File: src/rtl/mul8_seq_ctrl_if.sv
// rtl/mul8_seq_ctrl_if.sv - operand stream, result stream and shared 4x4 core bus for mul8_seq_ctrl
interface mul8_seq_ctrl_if;
  // operand stream
  logic        in_valid;
  logic        in_ready;
  logic [7:0]  in_a;
  logic [7:0]  in_b;
  // result stream
  logic        out_valid;
  logic        out_ready;
  logic [15:0] out_prod;
  // shared 4x4 core
  logic [3:0]  mul_a;
  logic [3:0]  mul_b;
  logic [1:0]  mul_sel;
  logic        mul_act;
  logic [7:0]  mul_prod;
  // status
  logic        busy;

  // controller side
  modport master (
    input  in_valid, in_a, in_b, out_ready, mul_prod,
    output in_ready, out_valid, out_prod, mul_a, mul_b, mul_sel, mul_act, busy
  );

  // environment side: operand source, result sink and the 4x4 core
  modport slave (
    output in_valid, in_a, in_b, out_ready, mul_prod,
    input  in_ready, out_valid, out_prod, mul_a, mul_b, mul_sel, mul_act, busy
  );
endinterface

File: src/rtl/mul8_seq_ctrl.sv
// rtl/mul8_seq_ctrl.sv - 8x8 product via one shared 4x4 core over HH/HL/LH/LL phases; MUL8_SEQ_LL_SKIP_EN drops the LL phase
module mul8_seq_ctrl #(
  parameter logic [1:0] SEL_HH = 2'd0,
  parameter logic [1:0] SEL_HL = 2'd0,
  parameter logic [1:0] SEL_LH = 2'd1,
  parameter logic [1:0] SEL_LL = 2'd2
) (
  input  logic           clk,
  input  logic           rst_n,
  mul8_seq_ctrl_if.master bus
);

  typedef enum logic [2:0] {
    IDLE = 3'd0,
    HH   = 3'd1,
    HL   = 3'd2,
    LH   = 3'd3,
    LL   = 3'd4,
    DONE = 3'd5
  } state_t;

  state_t      state_q,     state_d;
  logic [7:0]  a_q,         a_d;
  logic [7:0]  b_q,         b_d;
  logic [15:0] acc_q,       acc_d;
  logic [15:0] out_prod_q,  out_prod_d;
  logic        out_valid_q, out_valid_d;
  logic [3:0]  mul_a_q,     mul_a_d;
  logic [3:0]  mul_b_q,     mul_b_d;
  logic [1:0]  mul_sel_q,   mul_sel_d;
  logic        mul_act_q,   mul_act_d;
  logic        busy_q,      busy_d;

  logic        in_ready;
  logic        accept;
  logic [15:0] contrib;
  logic [15:0] acc_sum;

  // Input side is ready when idle, or when the finished result is being taken this cycle.
  assign in_ready = (state_q == IDLE) || ((state_q == DONE) && bus.out_ready);
  assign accept   = bus.in_valid && in_ready;

  // Shift the core's partial product into place for the phase that is ending this cycle.
  always_comb begin
    contrib = 16'h0000;
    case (state_q)
      HH:      contrib = {bus.mul_prod, 8'h00};
      HL, LH:  contrib = {4'h0, bus.mul_prod, 4'h0};
      LL:      contrib = {8'h00, bus.mul_prod};
      default: contrib = 16'h0000;
    endcase
    acc_sum = acc_q + contrib;
  end

  // Next-state, accumulator, result and phase-output computation.
  always_comb begin
    state_d     = state_q;
    a_d         = a_q;
    b_d         = b_q;
    acc_d       = acc_q;
    out_prod_d  = out_prod_q;

    case (state_q)
      IDLE: begin
        if (accept) begin
          state_d = HH;
          a_d     = bus.in_a;
          b_d     = bus.in_b;
          acc_d   = 16'h0000;
        end
      end
      HH: begin
        state_d = HL;
        acc_d   = acc_sum;
      end
      HL: begin
        state_d = LH;
        acc_d   = acc_sum;
      end
      LH: begin
        acc_d = acc_sum;
`ifdef MUL8_SEQ_LL_SKIP_EN
        state_d    = DONE;
        out_prod_d = acc_sum;
`else
        state_d    = LL;
`endif
      end
      LL: begin
        state_d    = DONE;
        acc_d      = acc_sum;
        out_prod_d = acc_sum;
      end
      DONE: begin
        if (bus.out_ready) begin
          if (accept) begin
            state_d = HH;
            a_d     = bus.in_a;
            b_d     = bus.in_b;
            acc_d   = 16'h0000;
          end else begin
            state_d = IDLE;
          end
        end
      end
      default: state_d = IDLE;
    endcase

    // Core-facing outputs are registered, so they follow the state being entered.
    mul_a_d   = 4'h0;
    mul_b_d   = 4'h0;
    mul_sel_d = 2'd0;
    mul_act_d = 1'b0;
    case (state_d)
      HH: begin
        mul_a_d = a_d[7:4]; mul_b_d = b_d[7:4]; mul_sel_d = SEL_HH; mul_act_d = 1'b1;
      end
      HL: begin
        mul_a_d = a_d[7:4]; mul_b_d = b_d[3:0]; mul_sel_d = SEL_HL; mul_act_d = 1'b1;
      end
      LH: begin
        mul_a_d = a_d[3:0]; mul_b_d = b_d[7:4]; mul_sel_d = SEL_LH; mul_act_d = 1'b1;
      end
      LL: begin
        mul_a_d = a_d[3:0]; mul_b_d = b_d[3:0]; mul_sel_d = SEL_LL; mul_act_d = 1'b1;
      end
      default: begin
        mul_a_d   = 4'h0;
        mul_b_d   = 4'h0;
        mul_sel_d = 2'd0;
        mul_act_d = 1'b0;
      end
    endcase

    out_valid_d = (state_d == DONE);
    busy_d      = (state_d != IDLE);
  end

  // Single state register; reset aborts any operation in flight.
  always_ff @(posedge clk or negedge rst_n) begin
    if (!rst_n) begin
      state_q     <= IDLE;
      a_q         <= 8'h00;
      b_q         <= 8'h00;
      acc_q       <= 16'h0000;
      out_prod_q  <= 16'h0000;
      out_valid_q <= 1'b0;
      mul_a_q     <= 4'h0;
      mul_b_q     <= 4'h0;
      mul_sel_q   <= 2'd0;
      mul_act_q   <= 1'b0;
      busy_q      <= 1'b0;
    end else begin
      state_q     <= state_d;
      a_q         <= a_d;
      b_q         <= b_d;
      acc_q       <= acc_d;
      out_prod_q  <= out_prod_d;
      out_valid_q <= out_valid_d;
      mul_a_q     <= mul_a_d;
      mul_b_q     <= mul_b_d;
      mul_sel_q   <= mul_sel_d;
      mul_act_q   <= mul_act_d;
      busy_q      <= busy_d;
    end
  end

  assign bus.in_ready  = in_ready;
  assign bus.out_valid = out_valid_q;
  assign bus.out_prod  = out_prod_q;
  assign bus.mul_a     = mul_a_q;
  assign bus.mul_b     = mul_b_q;
  assign bus.mul_sel   = mul_sel_q;
  assign bus.mul_act   = mul_act_q;
  assign bus.busy      = busy_q;

endmodule
File: src/flat_wrapper.sv
// flat-port wrapper written by rule: the top's interface ports become plain ports
module mul8_seq_ctrl_flat 
#(
  parameter logic [1:0] SEL_HH = 2'd0,
  parameter logic [1:0] SEL_HL = 2'd0,
  parameter logic [1:0] SEL_LH = 2'd1,
  parameter logic [1:0] SEL_LL = 2'd2
)
  (clk, rst_n, bus_in_valid, bus_in_a, bus_in_b, bus_out_ready, bus_mul_prod, bus_in_ready, bus_out_valid, bus_out_prod, bus_mul_a, bus_mul_b, bus_mul_sel, bus_mul_act, bus_busy);
  mul8_seq_ctrl_if bus_i ();
  input  logic clk;
  input  logic rst_n;
  input wire logic [$bits(bus_i.in_valid)-1:0] bus_in_valid;
  input wire logic [$bits(bus_i.in_a)-1:0] bus_in_a;
  input wire logic [$bits(bus_i.in_b)-1:0] bus_in_b;
  input wire logic [$bits(bus_i.out_ready)-1:0] bus_out_ready;
  input wire logic [$bits(bus_i.mul_prod)-1:0] bus_mul_prod;
  output wire logic [$bits(bus_i.in_ready)-1:0] bus_in_ready;
  output wire logic [$bits(bus_i.out_valid)-1:0] bus_out_valid;
  output wire logic [$bits(bus_i.out_prod)-1:0] bus_out_prod;
  output wire logic [$bits(bus_i.mul_a)-1:0] bus_mul_a;
  output wire logic [$bits(bus_i.mul_b)-1:0] bus_mul_b;
  output wire logic [$bits(bus_i.mul_sel)-1:0] bus_mul_sel;
  output wire logic [$bits(bus_i.mul_act)-1:0] bus_mul_act;
  output wire logic [$bits(bus_i.busy)-1:0] bus_busy;
  assign bus_i.in_valid = bus_in_valid;
  assign bus_i.in_a = bus_in_a;
  assign bus_i.in_b = bus_in_b;
  assign bus_i.out_ready = bus_out_ready;
  assign bus_i.mul_prod = bus_mul_prod;
  assign bus_in_ready = bus_i.in_ready;
  assign bus_out_valid = bus_i.out_valid;
  assign bus_out_prod = bus_i.out_prod;
  assign bus_mul_a = bus_i.mul_a;
  assign bus_mul_b = bus_i.mul_b;
  assign bus_mul_sel = bus_i.mul_sel;
  assign bus_mul_act = bus_i.mul_act;
  assign bus_busy = bus_i.busy;
  mul8_seq_ctrl #(.SEL_HH(SEL_HH), .SEL_HL(SEL_HL), .SEL_LH(SEL_LH), .SEL_LL(SEL_LL)) u_core (.clk(clk), .rst_n(rst_n), .bus(bus_i));
endmodule
File: config.mk
export PLATFORM = sky130hd
export DESIGN_NAME = mul8_seq_ctrl_flat
export DESIGN_NICKNAME = d
export VERILOG_FILES = /design/src/rtl/mul8_seq_ctrl_if.sv /design/src/rtl/mul8_seq_ctrl.sv /design/src/flat_wrapper.sv
export SDC_FILE = /design/constraint.sdc
export NUM_CORES = 1
export LEC_CHECK = 0
export ABC_AREA = 0
export BUFFER_PORTS_ARGS = -buffer_cell sky130_fd_sc_hd__buf_2
export CORE_ASPECT_RATIO = 2
export CORE_MARGIN = 3
export CORE_UTILIZATION = 31
export CTS_BUF_LIST = sky130_fd_sc_hd__clkbuf_2 sky130_fd_sc_hd__clkbuf_4 sky130_fd_sc_hd__clkbuf_8
export DETAILED_ROUTE_END_ITERATION = 8
export GPL_TIMING_DRIVEN = 0
export PLACE_DENSITY_LB_ADDON = 0.08
export SLEW_MARGIN = 40
export SYNTH_ARGS = -nofsm -noshare
export SYNTH_HDL_FRONTEND = slang
export SYNTH_SLANG_ARGS = --single-unit
File: constraint.sdc
create_clock -name clk -period 7.56 [get_ports clk]
set_input_delay 0.756 -clock clk [delete_from_list [all_inputs] [get_ports clk]]
set_output_delay 0.756 -clock clk [all_outputs]
set_load 0.01 [all_outputs]
==> flow_summary.toml, run 1 <==
[logic_synthesis]
yosys.area_share.simple_pct = 16.7
postSynthAreaPerCell_um2 = 10.0
synth_nets = 392
synth-main-ff-cell = "dfrtp_1"
ys_ff_latch = 64
yosysSeqAreaShare_pct = 45.9
netlist_area_um2 = 3490
netlist_instances = 348
synth-edff-count = 0
synth-xor-area-share_pct = 3.70
synth_top_family_by_area = "compound AO/OA/AOI/OAI gates"
synth_mux_area_share_pct = 5.35
synth-compound-area-share_pct = 18.4
async_reset_ff_share_pct = 100
synth_cell_types = 63
synthAdderAreaFrac_pct = 5.96
yosysWarnings = 0

[grt]
grt_pass1_vias = 3082
track_usage_pct = 17.2
grt_pass1_wl_mm = 16.1
antenna_found_initial = 0
grt_overflow = 0
grt_max_degree = 35

[final_layout]
stdcell_area_um2 = 4200
final_common_cell = "dfrtp_1"
multiInputGateArea_um2 = 1750
final-seq-area_um2 = 1600
fin_util_pct = 38.3
area_growth_pct = 20.4
nFillCells = 1147
nets = 461
drive_above_1_share_pct = 23.3
layout_common_cells = "dfrtp_1, buf_2, nand2_1"
insertedDiodeCount = 0
instances_no_fill = 561

[clock_network]
worstSkewPairLatency_ns = 0.35
clock-sinks = 64
clock_path_buffers = 2
cts_resized = 0
cts_tree = "built"
htreeDepth = 3
cts_buffers = 9
cts-root-buf = "clkbuf_8"
postCtsHoldBufs = 0
post-cts-setup-buffers = 0
cts.clk_slew.worst_paths_ns = 0.07

[sta]
fin_crit_ns = 3.68
finClkSkew_ns = 0.00906
setup_viol = 0
grt_setup_unrepaired = "no"
slew_viol_final = 0
period_share_pct = 48.7
finalHoldViolCount = 0
fin_tns_setup_ns = 0
slew_headroom_pct = 56.1
worst_pin_slew_ns = 0.652
fmax_ghz = 0.272

[drt]
vias = 2860
wl_met3_um = 409
postRouteAntennaNets = 0
top_layer = "met4"
firstDrtPassIters = 4
wl_met2_mm = 5.55
vias_per_cell = 5.10
wl_per_cell_um = 17.7
dr.first_iter.drc_count = 101
route.detailed.drc = 0
m1WireLength_mm = 3.61
drt-total-wl_mm = 9.91

[floorplan]
die_x_um = 81.0
num_io_pins = 58
core_area_um2 = 10900
die_y_um = 156
start_util_pct = 31.8
die-area_um2 = 12600
rows = 54

[power]
total_power_mw = 1.98
power.density_nw_per_um2 = 472
power_leakage_nw = 1.95
ir_drop_v = 0.000187

[critical_path]
cp-start-kind = "flip-flop"
r2r-start = "u_core.state_q[0]$_DFF_PN0_"
crit_fanout = 10
slowest_stage = "dfrtp_1"
crit_required_ns = 7.78
max_stage_delay_ns = 0.50
r2r_slack_ns = 3.88
crit_type = "flip-flop to flip-flop"
cp-endpoint = "u_core.bus.out_prod[14]$_DFFE_PN0N_"
critPathArrivalTime_ns = 3.90
rr_endpoint = "u_core.bus.out_prod[14]$_DFFE_PN0N_"
worstPathCellList = "nor2_4 > and2_1 > clkbuf_1 > nand2_1 > fa_1 > nand2b_1 > a211oi_2 > o2111ai_1 > and4_1 > or3_1"
startpoint = "u_core.state_q[0]$_DFF_PN0_"
end_kind = "flip-flop"
rr_worst_depth = 10

[job]
maxCapViolations = 0

[run_status]
outcome = "complete, no violations"

[placed_design]
port_buffers = 57
place_hpwl_mm = 7.79
dpl-instance-area_um2 = 3970
dpl.cell_count = 546
gp_congestion = 0.868

[hold_path]
hold_class = "input port to asynchronous set/reset pin"
==> critical path: cells and delay by family, from the launching register on <==
family,cells,cell delay (ns)
flops,1,0.50
buf+inv,1,0.47
simple gates,6,1.56
compound gates,2,0.57
fa+ha+maj,1,0.46
==> metal layers <==
| metal | vias to the layer above | global-route usage (%) |
|---|---|---|
| li1 | 1398 | - |
| met1 | 1372 | 17.3 |
| met2 | 72 | 32.1 |
| met3 | 18 | 4.28 |
| met4 | 0 | 7.66 |
| met5 | - | 0 |
==> sequential cells by signal (all words and copies together) (netlist names) <==
| name | count |
|---|---|
| u_core.bus.out_valid | 1 |
| u_core.state_q | 3 |
| u_core.bus.busy | 1 |
| u_core.b_q | 8 |
| u_core.bus.mul_sel | 2 |
| u_core.acc_q | 16 |
| u_core.bus.mul_a | 4 |
| u_core.bus.mul_act | 1 |
| u_core.bus.mul_b | 4 |
| u_core.a_q | 8 |
| u_core.bus.out_prod | 16 |
==> kinds of logic (layout without fill, tap and decap cells) <==
logic type,Yosys count,in the layout
AND/OR/NAND/NOR,115,115
AO/OA/AOI/OAI,93,93
flip-flops,64,64
buffers and inverters,31,104
adder cells (fa/ha/maj),16,16
multiplexers,16,16
XOR/XNOR,13,13
==> how the worst min path moves through the flow <==
stage                                              startpoint                                  end
final                                                   rst_n   u_core.bus.out_prod[8]$_DFFE_PN0N_
after global routing                                    rst_n  u_core.bus.out_prod[12]$_DFFE_PN0N_
after CTS                                               rst_n  u_core.bus.out_prod[12]$_DFFE_PN0N_
after detailed placement              u_core.b_q[5]$_DFF_PN0_              u_core.b_q[5]$_DFF_PN0_
after global placement    u_core.bus.out_prod[11]$_DFFE_PN0N_  u_core.bus.out_prod[11]$_DFFE_PN0N_
after floorplan                       u_core.b_q[7]$_DFF_PN0_              u_core.b_q[7]$_DFF_PN0_
==> metrics by stage <==
step / hold slack [ns] / setup slack (ns)
floorplan: 0.441 / 4.63
global placement: 0.458 / 3.84
detailed placement: 0.467 / 3.81
CTS: 0.287 / 3.80
global route: 0.285 / 3.59
finish: 0.291 / 3.88
==> synthesized netlist by cell type, drive strengths merged, types with 4 or more instances <==
cell / instances / share of area [%]
clkbuf: 12 / 1.3
nand3: 9 / 1.3
xnor2: 6 / 1.9
dfrtp: 64 / 46
or3: 4 / 0.72
a22o: 12 / 3.0
mux2i: 4 / 1.1
a21oi: 18 / 2.6
a211oi: 4 / 1.0
o22ai: 11 / 2.0
inv: 13 / 1.4
o21ai: 21 / 3.0
and2: 6 / 1.1
and3: 7 / 1.3
buf: 6 / 1.3
nor2: 12 / 1.5
nand2: 50 / 5.6
nor3: 6 / 0.86
ha: 15 / 5.4
xor2: 7 / 1.8
mux2: 12 / 4.2
o211ai: 5 / 1.1
==> where the power goes <==
group          total (mW)  switching [mW]  internal, mW
Sequential          0.577          0.0722         0.504
Clock               0.341           0.136         0.205
Combinational        1.06           0.647         0.417
==> cell type report <==
type	instances	share of cell area [%]
inverter	13	1.16
clock buffer	12	3.79
tap	140	4.17
sequential	64	38.2
clock inverter	3	1.55
multi-input combinational	253	41.6
buffer	18	2.12
timing repair buffer	58	7.42
Note: power is estimated with default switching activity, not from simulation.
==> run 2: changes to the inputs <==
==> constraint.sdc (replaced) <==
create_clock -name clk -period 3.51 [get_ports clk]
set_input_delay 0.351 -clock clk [delete_from_list [all_inputs] [get_ports clk]]
set_output_delay 0.351 -clock clk [all_outputs]
set_load 0.01 [all_outputs]
==> run 2 against run 1 <==
Compared with the run above:
- clock-buffer cell count unchanged
- die area unchanged
- critical path depth unchanged
- routed wire length up 0.96%
- sequential cell count unchanged
- sequential share of layout area down 0.41 points
- core utilization up 0.41 points
- cell count up 0.18%
- sequential power up 110%
- combinational power up 120%
==> flow_summary.toml, run 2 (synthesis results as in run 1) <==
[run_status]
outcome = "complete, no violations"

[drt]
vias_per_cell = 5.12
vias = 2880
firstDrtPassIters = 4
drt-total-wl_mm = 10.0
dr.first_iter.drc_count = 81
postRouteAntennaNets = 0
route.detailed.drc = 0
wl_per_cell_um = 17.8

[final_layout]
nFillCells = 1141
nets = 462
fin_util_pct = 38.8
final_common_cell = "dfrtp_1"
insertedDiodeCount = 0
layout_common_cells = "dfrtp_1, buf_2, nand2_1"
final-seq-area_um2 = 1600
drive_above_1_share_pct = 25.4
multiInputGateArea_um2 = 1780
area_growth_pct = 21.7

[grt]
antenna_found_initial = 0
grt_pass1_wl_mm = 16.1
grt_pass1_vias = 3094
grt_max_degree = 35
track_usage_pct = 17.2
grt_overflow = 0

[clock_network]
worstSkewPairLatency_ns = 0.35
clock_path_buffers = 2
htreeDepth = 3
cts_tree = "built"
cts-root-buf = "clkbuf_8"
cts.clk_slew.worst_paths_ns = 0.07
cts_buffers = 9
post-cts-setup-buffers = 0
clock-sinks = 64

[sta]
slew_viol_final = 0
setup_viol = 0
fmax_ghz = 0.302
layout_setup_ws_ns = 0.194
fin_crit_ns = 3.32
period_share_pct = 94.5
finalHoldViolCount = 0
finClkSkew_ns = 0.00901
worst_pin_slew_ns = 0.652
fin_tns_setup_ns = 0
slew_headroom_pct = 56.1

[placed_design]
port_buffers = 57
gp_congestion = 0.868
place_hpwl_mm = 7.79
dp_slack_ns = -0.237

[floorplan]
core_area_um2 = 10900
die_x_um = 81.0
die-area_um2 = 12600
start_util_pct = 31.8
rows = 54
num_io_pins = 58
die_y_um = 156

[power]
p_int_mw = 2.44
power_frac_clock_pct = 17.1
ir_drop_v = 0.000388
power_frac_comb_pct = 54.1
power.density_nw_per_um2 = 1020
sw_frac_of_total_pct = 43.4
switching_power_mw = 1.87
power_leakage_nw = 1.97
power_frac_seq_pct = 28.8

[critical_path]
crit_type = "flip-flop to flip-flop"
slowest_stage = "dfrtp_1"
r2r-start = "u_core.state_q[0]$_DFF_PN0_"
end_kind = "flip-flop"
crit_fanout = 10
worstPathCellList = "nor2_4 > and2_1 > clkbuf_4 > nand2_1 > fa_1 > nand2b_1 > a211oi_2 > o2111ai_2 > and4_1 > or3_1"
rr_worst_depth = 10
r2r_slack_ns = 0.19
path_buf_inv = 1
cp-start-kind = "flip-flop"
cpLargestDelayFamily = "simple AND/OR/NAND/NOR gates"
critPathArrivalTime_ns = 3.54
crit_required_ns = 3.74
rr_endpoint = "u_core.bus.out_prod[14]$_DFFE_PN0N_"
worst-path-stages = 10
max_stage_delay_ns = 0.50
startpoint = "u_core.state_q[0]$_DFF_PN0_"
cp-endpoint = "u_core.bus.out_prod[14]$_DFFE_PN0N_"

[hold_path]
hp-start = "bus_in_b[2]"
hold_class = "input port to flip-flop"

[job]
maxCapViolations = 0
==> run 2: cell types whose count changed in the layout (fill, tap and decap cells not counted), moves of 2 or more <==
cell	previous run	this run
clkbuf_1	12	9
a21oi_2	0	3
a21oi_1	18	15
clkbuf_2	0	2
==> run 2: timing repair <==
action / CTS / global route
endpoints found under the setup margin: 10 / 11
gates resized for setup: 3 / 11
hold endpoints to repair: 33 / 0
hold buffers: 1 / 0
==> run 2: layout make-up <==
cell class              count  area share, %
multi-input cells         253           41.9
flip-flops and latches     64           37.8
repair buffers             59           7.58
well taps                 140           4.13
clock buffers              12           3.75
plain buffers              18           2.24
clock inverters             3           1.53
inverters                  13           1.15
==> run 2: power groups by stage <==
stage	Clock, mW	Combinational (mW)	Sequential (mW)
3_3_place_gp	0	2.30	1.25
6_report	0.737	2.34	1.24
4_1_cts	0.765	2.35	1.25
5_1_grt	0.795	2.63	1.29
3_5_place_dp	0	2.33	1.26
2_1_floorplan	0	1.57	1.30
==> run 2: worst min path at each step <==
stage | end | slack [ns] | cells after the start
detailed placement | u_core.bus.out_prod[8]$_DFFE_PN0N_ | 0.27 | 1
finish | u_core.b_q[2]$_DFF_PN0_ | 0.21 | 2
floorplan | u_core.a_q[0]$_DFF_PN0_ | 0.06 | 0
global placement | u_core.bus.out_prod[11]$_DFFE_PN0N_ | 0.46 | 2
CTS | u_core.b_q[2]$_DFF_PN0_ | 0.20 | 2
global route | u_core.b_q[0]$_DFF_PN0_ | 0.20 | 2
==> run 2: per-stage QoR <==
step / total power [mW] / instances / cell area (µm²) / hold slack [ns]
2_1_floorplan: 2.87 / 348 / 3490 / 0.0554
3_3_place_gp: 3.55 / 545 / 3950 / 0.458
3_5_place_dp: 3.59 / 546 / 3970 / 0.268
4_1_cts: 4.36 / 562 / 4210 / 0.200
5_1_grt: 4.71 / 562 / 4240 / 0.196
6_report: 4.32 / 562 / 4240 / 0.214
==> run 2: metal layers <==
layer / global-route usage [%] / up-vias / share of wire (%)
met5: 0 / - / 0
met4: 7.66 / 0 / 3.8
met3: 4.28 / 19 / 3.5
met2: 32.1 / 66 / 56
met1: 17.3 / 1395 / 37
li1: - / 1400 / -
==> run 3: changes to the inputs <==
==> constraint.sdc (replaced) <==
create_clock -name clk -period 4 [get_ports clk]
set_input_delay 0.4 -clock clk [delete_from_list [all_inputs] [get_ports clk]]
set_output_delay 0.4 -clock clk [all_outputs]
set_load 0.01 [all_outputs]
==> run 3 against run 2 <==
Compared with the run above:
- core utilization fell by 0.32 points
- cell count did not move
- non-clock buffer count did not move
- clock skew barely moved
- clock-buffer cell count did not move
- total power fell by 13%
- combinational power fell by 14%
- first-iteration DRC count rose by 6.2%
- sequential share of layout area rose by 0.31 points
- via count barely moved
- global-route usage did not move
- critical endpoint unchanged
- largest power group unchanged
==> flow_summary.toml, run 3 (synthesis results as in run 1) <==
[run_status]
outcome = "complete, no violations"

[floorplan]
core_area_um2 = 10900
num_io_pins = 58
die_x_um = 81.0
die_y_um = 156
rows = 54
start_util_pct = 31.8
die-area_um2 = 12600

[critical_path]
max_stage_delay_ns = 0.50
end_kind = "flip-flop"
critPathArrivalTime_ns = 3.90
worstPathCellList = "nor2_4 > and2_1 > clkbuf_1 > nand2_1 > fa_1 > nand2b_1 > a211oi_2 > o2111ai_1 > and4_1 > or3_1"
cp-start-kind = "flip-flop"
crit_fanout = 10
crit_required_ns = 4.22
path_buf_inv = 1
cpLargestDelayFamily = "simple AND/OR/NAND/NOR gates"
slowest_stage = "dfrtp_1"
crit_type = "flip-flop to flip-flop"

[hold_path]
hold_class = "input port to flip-flop"

[power]
ir_drop_v = 0.000354
p_int_mw = 2.13
switching_power_mw = 1.62
power_frac_clock_pct = 17.2
sw_frac_of_total_pct = 43.2
power.density_nw_per_um2 = 892
power_frac_comb_pct = 53.8
power_frac_seq_pct = 29.1
total_power_mw = 3.75
power_leakage_nw = 1.96

[drt]
postRouteAntennaNets = 0
drt-total-wl_mm = 9.95
vias_per_cell = 5.13
vias = 2882
route.detailed.drc = 0
wl_per_cell_um = 17.7
dr.first_iter.drc_count = 86
firstDrtPassIters = 4

[placed_design]
gp_congestion = 0.868
port_buffers = 57
dpl.cell_count = 546
dpl-instance-area_um2 = 3970
place_hpwl_mm = 7.79

[sta]
finClkSkew_ns = 0.00880
grt_setup_unrepaired = "no"
fin_tns_setup_ns = 0
slew_headroom_pct = 56.0
fmax_ghz = 0.272
fin_crit_ns = 3.68
setup_viol = 0
period_share_pct = 92.0
worst_pin_slew_ns = 0.653
finalHoldViolCount = 0
slew_viol_final = 0

[final_layout]
instances_no_fill = 562
layout_common_cells = "dfrtp_1, buf_2, nand2_1"
nFillCells = 1146
area_growth_pct = 20.7
insertedDiodeCount = 0
final_common_cell = "dfrtp_1"
drive_above_1_share_pct = 23.2
stdcell_area_um2 = 4210
nets = 462

[grt]
grt_max_degree = 35
grt_pass1_vias = 3094
grt_pass1_wl_mm = 16.1
antenna_found_initial = 0
grt_overflow = 0
track_usage_pct = 17.2

[clock_network]
cts.clk_slew.worst_paths_ns = 0.07
cts_buffers = 9
cts-root-buf = "clkbuf_8"
cts_resized = 0
clock_path_buffers = 2
cts_tree = "built"
clock-sinks = 64
worstSkewPairLatency_ns = 0.35
htreeDepth = 3

[job]
maxCapViolations = 0
[run 3: cell counts in the layout (fill, tap and decap cells not counted)]
No cell type changed its count.
[run 3: final timing paths]
path / slack (ns) / start / to / cells after the start
max: 0.32 / u_core.state_q[0]$_DFF_PN0_ / u_core.bus.out_prod[14]$_DFFE_PN0N_ / 10
max reg2reg: 0.32 / u_core.state_q[0]$_DFF_PN0_ / u_core.bus.out_prod[14]$_DFFE_PN0N_ / 10
min in group asynchronous: 0.50 / rst_n / u_core.bus.out_prod[8]$_DFFE_PN0N_ / 2
min: 0.27 / bus_in_b[2] / u_core.b_q[2]$_DFF_PN0_ / 2
min reg2reg: 0.47 / u_core.bus.out_prod[6]$_DFFE_PN0N_ / u_core.bus.out_prod[6]$_DFFE_PN0N_ / 2
max in group asynchronous: 3.01 / rst_n / u_core.bus.busy$_DFF_PN0_ / 3
[run 3: area by class of cell]
type,instances,area (µm²),area share (%)
flip-flops and latches,64,1600,38.1
inverters,13,48.8,1.16
repair buffers,59,322,7.64
multi-input cells,253,1750,41.5
well taps,140,175,4.16
clock inverters,3,65.1,1.55
clock buffers,12,159,3.78
plain buffers,18,88.8,2.11
[run 3: metrics by stage]
| step | hold slack [ns] | setup slack (ns) | utilization [%] |
|---|---|---|---|
| floorplan | 0.104 | 1.07 | - |
| global placement | 0.458 | 0.283 | 36.1 |
| detailed placement | 0.317 | 0.253 | 36.3 |
| CTS | 0.249 | 0.238 | 38.4 |
| global route | 0.245 | 0.0335 | 38.4 |
| finish | 0.268 | 0.321 | 38.4 |
[run 3: timing repair]
item | CTS | global route
hold endpoints to repair | 33 | 0
setup buffers | 0 | 0
endpoints found under the setup margin | 0 | 0
hold buffers | 1 | 0
[run 3: routing by layer]
layer	vias to the layer above	wire length, µm	track usage, %
met5	-	0	0
met4	0	337	7.66
met1	1393	3650	17.3
li1	1397	-	-
met2	74	5550	32.1
met3	18	399	4.28
[run 3: power groups by stage]
stage / clock network (mW) / registers (mW) / logic [mW]
floorplan: 0 / 1.14 / 1.37
global placement: 0 / 1.10 / 2.02
detailed placement: 0 / 1.10 / 2.04
CTS: 0.672 / 1.10 / 2.05
global route: 0.698 / 1.13 / 2.27
finish: 0.644 / 1.09 / 2.02
